[src/rtl/gcd_pkg.sv]
// -----------------------------------------------------------------------------
// gcd_pkg
// Shared types for the GCD operand/result interface, used by both the engine
// and the requester:
//   GCD_WIDTH       : operand/result width carried by gcd_data
//   gcd_data        : operand pair {a, b} sent to the engine
//   gcd_status_e    : result status (ok / zero short-circuit / timeout)
//   gcd_req_state_e : requester FSM state, exported so benches can probe it
// -----------------------------------------------------------------------------
package gcd_pkg;

    localparam int GCD_WIDTH = 8;

    typedef struct packed {
        logic [GCD_WIDTH-1:0] a;
        logic [GCD_WIDTH-1:0] b;
    } gcd_data;

    typedef enum logic [1:0] {
        ST_OK      = 2'b00,
        ST_ZERO    = 2'b01,
        ST_TIMEOUT = 2'b10
    } gcd_status_e;

    typedef enum logic [1:0] {
        S_IDLE  = 2'b00,
        S_ISSUE = 2'b01,
        S_WAIT  = 2'b10,
        S_RESP  = 2'b11
    } gcd_req_state_e;

    // The subtractive engine never terminates when either operand is zero,
    // so such pairs must be resolved before they reach it.
    function automatic logic has_zero(input gcd_data pair);
        return (pair.a == '0) || (pair.b == '0);
    endfunction

endpackage : gcd_pkg

[src/rtl/gcd_timeout_cnt.sv]
// -----------------------------------------------------------------------------
// gcd_timeout_cnt
// Saturating cycle counter with synchronous clear and count enable. expired_o
// is decoded from the registered count, so it carries no input-to-output path.
//   clk_i     in   rising-edge clock
//   nreset_i  in   asynchronous, active-low reset
//   clear_i   in   return count to zero (wins over enable)
//   enable_i  in   count up by one, holding at LIMIT
//   expired_o out  count has reached LIMIT
// -----------------------------------------------------------------------------
module gcd_timeout_cnt #(
    parameter int LIMIT = 255
) (
    input  logic clk_i,
    input  logic nreset_i,
    input  logic clear_i,
    input  logic enable_i,
    output logic expired_o
);

    localparam int              CNT_W   = (LIMIT < 1) ? 1 : $clog2(LIMIT + 1);
    localparam logic [CNT_W-1:0] LIMIT_V = CNT_W'(LIMIT);

    logic [CNT_W-1:0] count_q;

    // NOTE: clocked state is always written with non-blocking assignments so
    // every register samples the pre-edge values of its neighbours.
    always_ff @(posedge clk_i or negedge nreset_i) begin
        if (!nreset_i) begin
            count_q <= '0;
        end else if (clear_i) begin
            count_q <= '0;
        end else if (enable_i && (count_q != LIMIT_V)) begin
            count_q <= count_q + 1'b1;
        end
    end

    assign expired_o = (count_q == LIMIT_V);

endmodule : gcd_timeout_cnt

[src/rtl/gcd_requester.sv]
// -----------------------------------------------------------------------------
// gcd_requester
// Initiator side of the GCD operand/result interface. Takes an operand pair
// from the command port, issues it to the engine over a valid/ready channel,
// waits (bounded by TIMEOUT) for the single-cycle response and returns the
// result with a status. Pairs containing zero are answered locally.
//   clk_i, nreset_i            clock, async active-low reset
//   cmd_valid_i / cmd_ready_o  command handshake, operands cmd_a_i, cmd_b_i
//   req_valid_o / req_ready_i  request handshake to engine, operands req_o
//   rsp_valid_i, rsp_gcd_i     engine result pulse (no backpressure)
//   res_valid_o / res_ready_i  result handshake: res_gcd_o, res_status_o,
//                              res_coprime_o
//   busy_o                     a transaction is in progress
// DATA_WIDTH must equal gcd_pkg::GCD_WIDTH because req_o is a gcd_data.
// Every output is a register or a decode of registered state.
// -----------------------------------------------------------------------------
module gcd_requester
    import gcd_pkg::*;
#(
    parameter int DATA_WIDTH = GCD_WIDTH,
    parameter int TIMEOUT    = 255
) (
    input  logic                  clk_i,
    input  logic                  nreset_i,
    input  logic                  cmd_valid_i,
    output logic                  cmd_ready_o,
    input  logic [DATA_WIDTH-1:0] cmd_a_i,
    input  logic [DATA_WIDTH-1:0] cmd_b_i,
    output logic                  req_valid_o,
    input  logic                  req_ready_i,
    output gcd_data               req_o,
    input  logic                  rsp_valid_i,
    input  logic [DATA_WIDTH-1:0] rsp_gcd_i,
    output logic                  res_valid_o,
    input  logic                  res_ready_i,
    output logic [DATA_WIDTH-1:0] res_gcd_o,
    output gcd_status_e           res_status_o,
    output logic                  res_coprime_o,
    output logic                  busy_o
);

    gcd_req_state_e        state_q, state_d;
    gcd_data               pair_q;
    gcd_data               cmd_pair;
    logic [DATA_WIDTH-1:0] res_gcd_q;
    gcd_status_e           res_status_q;
    logic                  cmd_zero;
    logic                  timer_clear;
    logic                  timer_enable;
    logic                  timer_expired;

    assign cmd_pair = '{a: cmd_a_i, b: cmd_b_i};
    assign cmd_zero = has_zero(cmd_pair);

    // The count restarts on the request handshake, so the wait window is
    // measured from the first S_WAIT cycle rather than from command accept.
    assign timer_clear  = (state_q == S_ISSUE) && req_ready_i;
    assign timer_enable = (state_q == S_WAIT);

    gcd_timeout_cnt #(
        .LIMIT (TIMEOUT)
    ) u_timeout_cnt (
        .clk_i     (clk_i),
        .nreset_i  (nreset_i),
        .clear_i   (timer_clear),
        .enable_i  (timer_enable),
        .expired_o (timer_expired)
    );

    always_ff @(posedge clk_i or negedge nreset_i) begin
        if (!nreset_i) begin
            state_q <= S_IDLE;
        end else begin
            state_q <= state_d;
        end
    end

    // NOTE: state_d gets its default before the case so no path through the
    // block leaves it unassigned, which would otherwise infer a latch.
    always_comb begin
        state_d = state_q;
        unique case (state_q)
            S_IDLE: begin
                if (cmd_valid_i) begin
                    state_d = cmd_zero ? S_RESP : S_ISSUE;
                end
            end
            S_ISSUE: begin
                if (req_ready_i) begin
                    state_d = S_WAIT;
                end
            end
            S_WAIT: begin
                if (rsp_valid_i || timer_expired) begin
                    state_d = S_RESP;
                end
            end
            S_RESP: begin
                if (res_ready_i) begin
                    state_d = S_IDLE;
                end
            end
            default: state_d = S_IDLE;
        endcase
    end

    // Operand and result registers only load in the state that owns them, so
    // req_o is frozen through S_ISSUE and the result through S_RESP.
    always_ff @(posedge clk_i or negedge nreset_i) begin
        if (!nreset_i) begin
            pair_q       <= '0;
            res_gcd_q    <= '0;
            res_status_q <= ST_OK;
        end else begin
            unique case (state_q)
                S_IDLE: begin
                    if (cmd_valid_i) begin
                        pair_q <= cmd_pair;
                        if (cmd_zero) begin
                            // gcd(x, 0) = x, and the OR also covers (0, 0).
                            res_gcd_q    <= cmd_a_i | cmd_b_i;
                            res_status_q <= ST_ZERO;
                        end
                    end
                end
                S_WAIT: begin
                    // A response on the expiry cycle is still a valid answer.
                    if (rsp_valid_i) begin
                        res_gcd_q    <= rsp_gcd_i;
                        res_status_q <= ST_OK;
                    end else if (timer_expired) begin
                        res_gcd_q    <= '0;
                        res_status_q <= ST_TIMEOUT;
                    end
                end
                default: ;
            endcase
        end
    end

    assign cmd_ready_o   = (state_q == S_IDLE);
    assign req_valid_o   = (state_q == S_ISSUE);
    assign res_valid_o   = (state_q == S_RESP);
    assign busy_o        = (state_q != S_IDLE);
    assign req_o         = pair_q;
    assign res_gcd_o     = res_gcd_q;
    assign res_status_o  = res_status_q;
    assign res_coprime_o = (res_gcd_q == DATA_WIDTH'(1)) && (res_status_q == ST_OK);

endmodule : gcd_requester

[config.mk]
export PLATFORM = sky130hd
export DESIGN_NAME = gcd_requester
export DESIGN_NICKNAME = d
export VERILOG_FILES = /design/src/rtl/gcd_pkg.sv /design/src/rtl/gcd_timeout_cnt.sv /design/src/rtl/gcd_requester.sv
export SDC_FILE = /design/constraint.sdc
export NUM_CORES = 1
export LEC_CHECK = 0
export BUFFER_PORTS_ARGS = -buffer_cell sky130_fd_sc_hd__buf_2
export CORE_ASPECT_RATIO = 0.75
export CORE_MARGIN = 2
export CORE_UTILIZATION = 45
export DETAILED_ROUTE_END_ITERATION = 10
export PLACE_DENSITY_LB_ADDON = 0.3
export SYNTH_ARGS = -nofsm -noshare
export SYNTH_HDL_FRONTEND = slang
export SYNTH_SLANG_ARGS = --single-unit
[constraint.sdc]
create_clock -name clk_i -period 1.8 [get_ports clk_i]
set_input_delay 0.36 -clock clk_i [delete_from_list [all_inputs] [get_ports clk_i]]
set_output_delay 0.36 -clock clk_i [all_outputs]
set_load 0.01 [all_outputs]
Word level (Yosys, flattened, before mapping) --
Index checks and enable logic that the tools add are counted.
Word-level totals: output and inout bits 31, register bits after elaboration 36, logic and storage cells 53, bits of input ports 30
Cells by class: bitwise gates (word level) 1, eq/ne operators 12, reductions and logical operators 15, add/subtract/negate cells 1, multiplexer cells 18
Operators by type and width (count):
- 8-bit two-way mux | 6
- 2-bit two-way mux | 9
- 8-bit logical NOT | 2
- 8-bit one-hot mux with 2 select lines | 1
- 8-bit by 1-bit adder with 8-bit output (second input constant) | 1
- 8-bit by 1-bit equality test with 1-bit output (second input constant) | 1
- 8-bit equality test (second input constant) | 1
- 8-bit inequality test (second input constant) | 1
- 8-bit OR | 1
- 2-bit one-hot mux with 4 select lines | 1
- 4-bit AND reduction | 2
- 2-bit by 1-bit inequality test with 1-bit output (second input constant) | 3
- 2-bit nonzero test | 3
- 2-bit equality test (second input constant) | 2
- 2-bit logical NOT | 2
- 2-bit inequality test (second input constant) | 2
- 2-bit one-hot mux with 2 select lines | 1
- 1-bit logical AND | 3
- 3-bit inequality test (second input constant) | 1
- 2-bit by 1-bit equality test with 1-bit output (second input constant) | 1
- 1-bit logical OR | 2
- 2-bit AND reduction | 1

Longest topological paths before layout --
Gate-level depths: netlist of the first run.
depth after elaboration 5, depth in mapped cells 7, depth with buffers taken out 6

Modules after synthesis --
From an unflattened synthesis of the first run, not the netlist that was laid out.
Unflattened totals: cells, all modules 162, area, all modules 1878.1 µm²
Modules (own cells, without submodules):
- gcd_requester | sequential area each 700.7 µm², times used 1, area each 1408.9 µm², cells an instance 115
- gcd_timeout_cnt | sequential area each 200.2 µm², times used 1, area each 469.2 µm², cells an instance 47

Worst setup path after synthesis of the first run --
OpenSTA, ideal clock, no wires.
kind register to register, start point register state_q[0], end point register res_gcd_q[0] (netlist: res_gcd_o[0]), setup time 0.125 ns, stages on the path, launching flop included 7, data arrival time 1.818 ns, path buffers 0, slack -0.143 ns, cells stage by stage dfrtp_1 inv_1 ha_1 nand2_2 a21boi_0 a211oi_4 mux2_2
Between the ends: longest elaborated chain between the ends 3
RTL lines:
- start, declared | line gcd_requester.sv:42 | gcd_req_state_e state_q, state_d;
- start signal, assigned | line gcd_requester.sv:74 | state_q <= state_d;
- 2-bit logical NOT (*)
- named net cmd_ready_o | line gcd_requester.sv:26 | output logic cmd_ready_o,
- 2-bit by 1-bit inequality test with 1-bit output (no source line), or another cell as far along
- 4-bit AND reduction (no source line)
- end signal, assigned | line gcd_requester.sv:121 | res_gcd_q <= cmd_a_i | cmd_b_i;
- end signal, assigned | line gcd_requester.sv:129 | res_gcd_q <= rsp_gcd_i;
- end, declared | line gcd_requester.sv:45 | logic [DATA_WIDTH-1:0] res_gcd_q;
The timed path passes the listed nets; every way through them passes the cells marked *. A chain may end at the register's enable or synchronous reset.

Final worst setup path of the first run --
start point register res_gcd_q[1] (netlist: res_gcd_o[1]), end point output port res_coprime_o
Between the ends: longest elaborated chain between the ends 2
RTL lines:
- 8-bit by 1-bit equality test with 1-bit output | line gcd_requester.sv:148 | assign res_coprime_o = (res_gcd_q == DATA_WIDTH'(1)) && (res_status_q == ST_OK);
- 1-bit logical AND | line gcd_requester.sv:148
- end, declared | line gcd_requester.sv:38 | output logic res_coprime_o,
Every way passes these cells.

==> results.cfg, run 1 <==
[logic_synthesis]
synth_edf_count = 0
synthFlopType = dfrtp_1
synthArstFlopShare = 1.00
synth.top_cell.area_share = 0.508
yosys.area.top_type = dfrtp_1
syn_area_mm2 = 0.00177
post-synth-top-count-cell = dfrtp_1
synth_nets = 193
synth_seq_cells = 36
synth-seq-area-share = 0.508
synthCells = 158
ys_types = 37
synthTopCellsByArea = dfrtp_1, mux2_2, ha_1
yosys-top-cells-count = dfrtp_1, mux2_2, nor2_1, nand2_1
yosys_warnings = 0
postSynthAreaPerCell_um2 = 11.2

[route]
vias = 1492
detail-route-antenna-nets = 0
dr.pass1.iters = 5
wl_per_cell_um = 13.7
drcViolationCount = 0
dr.first_iter.drc_count = 48
viasPerCell = 4.96
totalWireLength_um = 4140

[critical_path]
worst_setup_path_start_kind = flip-flop
crit_arrival_ns = 1.57
cp_cell_sequence = or4b_4, nor4_2, buf_2
critical_path_buf_inv_count = 1
critPathKind = flip-flop to primary output
crit_path_max_incr_delay_ns = 0.52
critPathMaxFanout = 2
end_kind = primary output
crit_family = simple AND/OR/NAND/NOR gates
cp.required_ns = 1.44
slowest_stage = or4b_4

[power_and_ir_drop]
p_switching_mw = 1.34
combPwrFrac = 0.486
swShare = 0.351
p_seq_frac = 0.356
p_int_mw = 2.48
clockPowerShare = 0.158
p_per_area_mw_per_mm2 = 1530
leakage_nw = 1.16
worst_ir_drop_vdd_v = 0.000918

[floorplanning]
rows = 19
io_pins = 61
fp.dieW_um = 76.5
dieArea_mm2 = 0.00447
die_h_um = 58.4
core_area_mm2 = 0.00371
initial_core_util = 0.478

[grt]
grt_pass1_vias = 1440
grt_usage = 0.188
antenna_found_initial = 0
grt_max_degree = 21
grt_overflow = 0
grt_pass1_wl_um = 6440

[sta]
fin_ws_ns = -0.128
hold_viol = 0
max-slew-margin-rel = 0.726
fin_crit_sh = 1.07
setup_viol = 1
worstMarginPinSlew_ns = 0.412
slew_violations = 0
rsz0062_at_grt = yes
skew_ns = 0.00436
min_period_ns = 1.93
max_freq_mhz = 519

[layout]
area_growth_pct = 41.0
layout.nets = 284
diodes = 0
final_util = 0.675
drive_gt1_frac = 0.542
design_area_mm2 = 0.00250

[worst_hold_path]
hold_class = primary input to async pin

[run]
max_cap_violations = 0

[placement]
routabilityCongestion = 0.802
place_area_mm2 = 0.00235
dp_hpwl_um = 3270
io_buffers = 60

[clock_tree]
numCtsBuffers = 5
worstSkewPairLatency_ns = 0.28
cts_buffer_depth = 2
cts_hold_buffers = 0
h-tree-depth = 2
clkSlewWorstSetupHoldPaths_ns = 0.07
clock_sink_count = 36
cts_root_buf = clkbuf_8
cts_tree = built

[outcome]
status = finished, violations left
failed_checks = negative setup slack
## layout by cell type (no fill, tap or decap), types with 2 or more instances in the layout
| master | n |
|---|---|
| buf_2 | 60 |
| dfrtp_1 | 36 |
| buf_4 | 27 |
| mux2_2 | 24 |
| nor2_1 | 14 |
| nand2_1 | 11 |
| o21ai_0 | 10 |
| inv_1 | 7 |
| clkbuf_8 | 7 |
| nor4_1 | 4 |
| ha_1 | 4 |
| inv_2 | 3 |
| a21oi_1 | 3 |
| nor3_1 | 3 |
| and2_1 | 2 |
| nand4_1 | 2 |
| nand3_1 | 2 |
| a2111oi_2 | 2 |
| xnor2_1 | 2 |
| a211oi_1 | 2 |
| or3_1 | 2 |
| mux2i_1 | 2 |
| buf_12 | 2 |
## per-layer routing
metal / up-vias / wire length (um) / GRT usage
li1: 747 / - / -
met1: 706 / 1960 / 0.246
met2: 34 / 1960 / 0.315
met3: 5 / 184 / 0.0491
met4: 0 / 37 / 0.0545
met5: - / 0 / 0
## registers in the layout (all words and copies together) (netlist names)
signal / cells
req_o: 16
res_gcd_o: 8
u_timeout_cnt.count_q: 8
res_status_o: 2
state_q: 2
## path summary, 6_finish.rpt
kind	startpoint	end	slack, ns	depth (start not counted)
max	res_gcd_o[1]$_DFFE_PN0P_	res_coprime_o	-0.13	3
min	nreset_i	req_o[0]$_DFFE_PN0P_	0.003	1
max reg2reg	state_q[1]$_DFFE_PN0P_	res_gcd_o[3]$_DFFE_PN0P_	0.06	7
min reg2reg	req_o[3]$_DFFE_PN0P_	req_o[3]$_DFFE_PN0P_	0.50	1
max in group asynchronous	nreset_i	res_status_o[0]$_DFFE_PN0P_	1.36	2
min in group clk_i	rsp_gcd_i[6]	res_gcd_o[6]$_DFFE_PN0P_	0.42	4
## metrics by stage
stage / hold WS (ns) / setup slack (ns) / setup TNS (ns) / cells / power [mW]
6_report: 0.00334 / -0.128 / -0.128 / 301 / 3.83
5_1_grt: 0.0265 / -0.166 / -0.176 / 301 / 4.09
4_1_cts: 0.00998 / -0.132 / -0.132 / 300 / 3.83
3_5_place_dp: 0.309 / -0.145 / -1.15 / 292 / 3.19
3_3_place_gp: 0.311 / -0.133 / -1.15 / 292 / 3.15
2_1_floorplan: 0.0644 / -0.0389 / -0.311 / 158 / 2.46
## cell type report
type | instances | area [um^2]
fillers | 300 | 1210
well taps | 52 | 65.1
multi-input cells | 107 | 860
flip-flops and latches | 36 | 901
repair buffers | 89 | 543
inverters | 10 | 37.5
clock buffers | 7 | 96.3
## worst register-to-register path: stages, from the launching register on
cell and delay (ns):
dfrtp_1 0.41, inv_2 0.10, ha_4 0.16, nand2_4 0.05
a21boi_1 0.15, a211oi_4 0.25, buf_12 0.17, mux2_2 0.34
## power groups by stage
stage | Sequential (mW) | Clock [mW] | Combinational, mW
6_report | 1.36 | 0.605 | 1.86
5_1_grt | 1.41 | 0.658 | 2.03
4_1_cts | 1.36 | 0.615 | 1.85
3_5_place_dp | 1.37 | 0 | 1.82
3_3_place_gp | 1.36 | 0 | 1.79
2_1_floorplan | 1.50 | 0 | 0.951
## what timing repair did
action	CTS	global route
setup endpoints to repair	11	12
setup buffers	1	1
gates resized for setup	4	7
pin swaps	2	0
gates cloned	0	0
## logic make-up after synthesis
logic type,share of synthesized area
and+or+nand+nor,0.133
buffers and inverters,0.0409
DFF,0.508
muxes,0.170
adders and majority gates,0.0353
xor gates and xnor gates,0.0148
AOI/OAI and AO/OA,0.0980
(Power assumes the default switching activity.)
==> run 2: changes to the inputs <==
PLACE_DENSITY = 0.76   (was not set)
PLACE_DENSITY_LB_ADDON = not set   (was 0.3)
REMOVE_ABC_BUFFERS = 1   (was not set)
==> results.cfg, run 2 (synthesis gave the netlist of run 1 again) <==
[outcome]
status = finished, violations left
failed_checks = negative setup slack

[floorplanning]
die_h_um = 58.4
dieArea_mm2 = 0.00447
io_pins = 61
rows = 19
core_area_mm2 = 0.00371
initial_core_util = 0.478
fp.dieW_um = 76.5

[power_and_ir_drop]
worst_ir_drop_vdd_v = 0.000975
leakage_nw = 1.16
power_mw = 3.82
p_per_area_mw_per_mm2 = 1540

[layout]
final_util = 0.670
drive_gt1_frac = 0.548
largest_reg_flops = 16
area_growth_pct = 40.0
final_cell_mix = buf_2, dfrtp_1, buf_4, mux2_2, nor2_1
layout.nets = 286
final_common_cell = buf_2
diodes = 0

[sta]
min_period_ns = 1.90
setup_viol = 1
max-slew-margin-rel = 0.703
rsz0062_at_grt = yes
slew_violations = 0
fin_crit_sh = 1.06
hold_viol = 0
max_freq_mhz = 525
fin_ws_ns = -0.104
worstMarginPinSlew_ns = 0.445
skew_ns = 0.00665

[grt]
grt_max_degree = 37
grt_usage = 0.200
grt_pass1_vias = 1543
antenna_found_initial = 0
grt_overflow = 0
grt_pass1_wl_um = 7000

[placement]
dp_hpwl_um = 3230
io_buffers = 60
routabilityCongestion = 0.848

[run]
max_cap_violations = 0

[route]
totalWireLength_um = 4090
vias = 1516
dr.pass1.iters = 4
wl_per_cell_um = 13.4
viasPerCell = 4.99
drcViolationCount = 0
detail-route-antenna-nets = 0
dr.first_iter.drc_count = 89

[critical_path]
worst_setup_path_start_kind = flip-flop
crit_arrival_ns = 1.54
end_kind = primary output
critPathKind = flip-flop to primary output
critPathMaxFanout = 2
cp.required_ns = 1.44

[clock_tree]
cts_tree = built
worstSkewPairLatency_ns = 0.28
h-tree-depth = 2
cts_hold_buffers = 0
numCtsBuffers = 5
clock_sink_count = 36
clkSlewWorstSetupHoldPaths_ns = 0.07
cts_buffer_depth = 2
cts_root_buf = clkbuf_8

[worst_hold_path]
hold_class = primary input to async pin
[run 2: critical path, cell delays in order (launching register included)]
cell and delay, ns:
dfrtp_1 0.38, or4b_4 0.53, nor4_2 0.20, buf_2 0.16
[run 2: power breakdown]
part	total, mW	switching, mW	internal (mW)
combinational	1.88	0.881	0.997
sequential	1.37	0.207	1.16
clock	0.574	0.269	0.305
[run 2: layout make-up]
type / instances / area (um^2)
repair buffers: 91 / 541
inverters: 10 / 37.5
clock buffers: 6 / 82.6
flip-flops and latches: 36 / 901
clock inverters: 2 / 10.0
fillers: 291 / 1220
well taps: 52 / 65.1
multi-input cells: 107 / 847
[run 2: metrics by stage]
step	hold WS [ns]	cell area [um^2]	setup TNS, ns	setup WS, ns	cells
floorplan	0.0644	1740	-2.52	-0.273	153
global placement	0.422	2330	-1.27	-0.145	295
global route	0.137	2480	-0.161	-0.161	304
finish	0.107	2480	-0.104	-0.104	304
detailed placement	0.423	2330	-1.46	-0.166	295
CTS	0.114	2440	-0.117	-0.117	304
[run 2: worst paths after layout]
check	start	end	slack [ns]	depth (start not counted)
setup reg to reg	state_q[1]$_DFFE_PN0P_	res_status_o[0]$_DFFE_PN0P_	0.09	6
hold / removal	nreset_i	req_o[14]$_DFFE_PN0P_	0.11	2
min in group clk_i	cmd_b_i[5]	req_o[5]$_DFFE_PN0P_	0.35	2
max in group asynchronous	nreset_i	res_gcd_o[5]$_DFFE_PN0P_	1.38	2
hold reg to reg	req_o[10]$_DFFE_PN0P_	req_o[10]$_DFFE_PN0P_	0.51	1
setup / recovery	res_gcd_o[1]$_DFFE_PN0P_	res_coprime_o	-0.10	3
[run 2: what timing repair did]
action                     CTS  global route
buffers inserted             1             0
setup endpoints to repair    1            14
resized for setup            3            15
cloned                       0             0
pin swaps                    1             1
[run 2: metal layers]
metal / vias up / wire length, um / GRT usage
met1: 731 / 1990 / 0.273
met5: - / 0 / 0
met3: 4 / 226 / 0.0583
met2: 35 / 1850 / 0.324
met4: 0 / 23 / 0.0468
li1: 746 / - / -
==> run 3: changes to the inputs <==
SKIP_CTS_REPAIR_TIMING = 1   (was not set)
==> results.cfg, run 3 (synthesis gave the netlist of run 1 again) <==
[outcome]
status = finished, violations left
failed_checks = negative setup slack

[grt]
antenna_found_initial = 0
grt_pass1_wl_um = 7010
grt_usage = 0.200
grt_overflow = 0
grt_max_degree = 37
grt_pass1_vias = 1542

[sta]
fin_setup_tns_ns = -0.115
slew_violations = 0
fin_crit_sh = 1.06
worstMarginPinSlew_ns = 0.448
max_freq_mhz = 522
setup_viol = 1
rsz0062_at_grt = yes
hold_viol = 0
min_period_ns = 1.91
skew_ns = 0.00641
max-slew-margin-rel = 0.701
fin_ws_ns = -0.115

[clock_tree]
cts_buffer_depth = 2
worstSkewPairLatency_ns = 0.28
numCtsBuffers = 5
clkSlewWorstSetupHoldPaths_ns = 0.07
cts_tree = built
cts_root_buf = clkbuf_8
h-tree-depth = 2
clock_sink_count = 36

[power_and_ir_drop]
worst_ir_drop_vdd_v = 0.000975
p_int_mw = 2.48
clockPowerShare = 0.149
power_mw = 3.85
p_seq_frac = 0.356
p_per_area_mw_per_mm2 = 1540
leakage_nw = 1.17
p_switching_mw = 1.37
swShare = 0.355
combPwrFrac = 0.496

[route]
vias = 1537
totalWireLength_um = 4130
drcViolationCount = 0
dr.pass1.iters = 4
dr.first_iter.drc_count = 106
wl_per_cell_um = 13.5
viasPerCell = 5.02
detail-route-antenna-nets = 0

[placement]
io_buffers = 60
pre_cts_slack_ns = -0.166
place_area_mm2 = 0.00233
routabilityCongestion = 0.848
dp_hpwl_um = 3230

[worst_hold_path]
hold_class = primary input to async pin

[layout]
final_common_cell = buf_2
largest_reg_flops = 16
final_cell_mix = buf_2, dfrtp_1, buf_4, mux2_2, nor2_1
nFillCells = 291
final_util = 0.674
layout.nets = 288
drive_gt1_frac = 0.551
design_area_mm2 = 0.00250
diodes = 0
area_growth_pct = 40.8

[floorplanning]
initial_core_util = 0.478
core_area_mm2 = 0.00371
fp.dieW_um = 76.5
dieArea_mm2 = 0.00447
rows = 19
io_pins = 61
die_h_um = 58.4

[critical_path]
critPathMaxFanout = 3
end_kind = primary output
crit_arrival_ns = 1.55
worst_setup_path_start_kind = flip-flop
cp.required_ns = 1.44
critPathKind = flip-flop to primary output

[run]
max_cap_violations = 0
run 3: cell count changes in the layout (fill, tap and decap cells not counted), sizes merged:
cell,change
buf,+2
run 3: final timing paths:
path / from / end / slack, ns / depth (start not counted)
setup / recovery: res_gcd_o[3]$_DFFE_PN0P_ / res_coprime_o / -0.11 / 3
hold / removal: nreset_i / req_o[14]$_DFFE_PN0P_ / 0.11 / 2
setup reg to reg: state_q[1]$_DFFE_PN0P_ / res_status_o[0]$_DFFE_PN0P_ / 0.09 / 6
hold reg to reg: req_o[1]$_DFFE_PN0P_ / req_o[1]$_DFFE_PN0P_ / 0.51 / 1
max in group asynchronous: nreset_i / res_gcd_o[5]$_DFFE_PN0P_ / 1.38 / 2
min in group clk_i: cmd_b_i[5] / req_o[5]$_DFFE_PN0P_ / 0.35 / 2
run 3: worst max-delay path: stages, from the launching register on:
cell     delay (ns)
dfrtp_1        0.40
or4b_4         0.51
nor4_2         0.20
buf_2          0.16
run 3: through the flow:
step / cells / hold slack [ns]
finish: 306 / 0.109
detailed placement: 295 / 0.423
CTS: 303 / 0.114
global placement: 295 / 0.422
global route: 306 / 0.137
floorplan: 153 / 0.0644
run 3: cell type report:
class | instances | area (um^2) | area share
multi-input combinational | 107 | 847 | 0.339
inverter | 10 | 37.5 | 0.0150
clock inverter | 2 | 10.0 | 0.00401
sequential | 36 | 901 | 0.361
tap | 52 | 65.1 | 0.0260
timing repair buffer | 93 | 556 | 0.222
clock buffer | 6 | 82.6 | 0.0330
run 3: power groups by stage:
stage          registers, mW  clock network, mW  logic, mW
2_1_floorplan           1.50                  0      0.855
3_3_place_gp            1.35                  0       1.76
3_5_place_dp            1.36                  0       1.80
4_1_cts                 1.35              0.590       1.80
5_1_grt                 1.42              0.633       2.09
6_report                1.37              0.572       1.91
run 3: layer usage:
metal / track usage / vias to the layer above / part of all wire
met5: 0 / - / 0
met4: 0.0468 / 0 / 0.0056
met3: 0.0583 / 4 / 0.055
met2: 0.324 / 39 / 0.46
met1: 0.273 / 744 / 0.48
li1: - / 750 / -
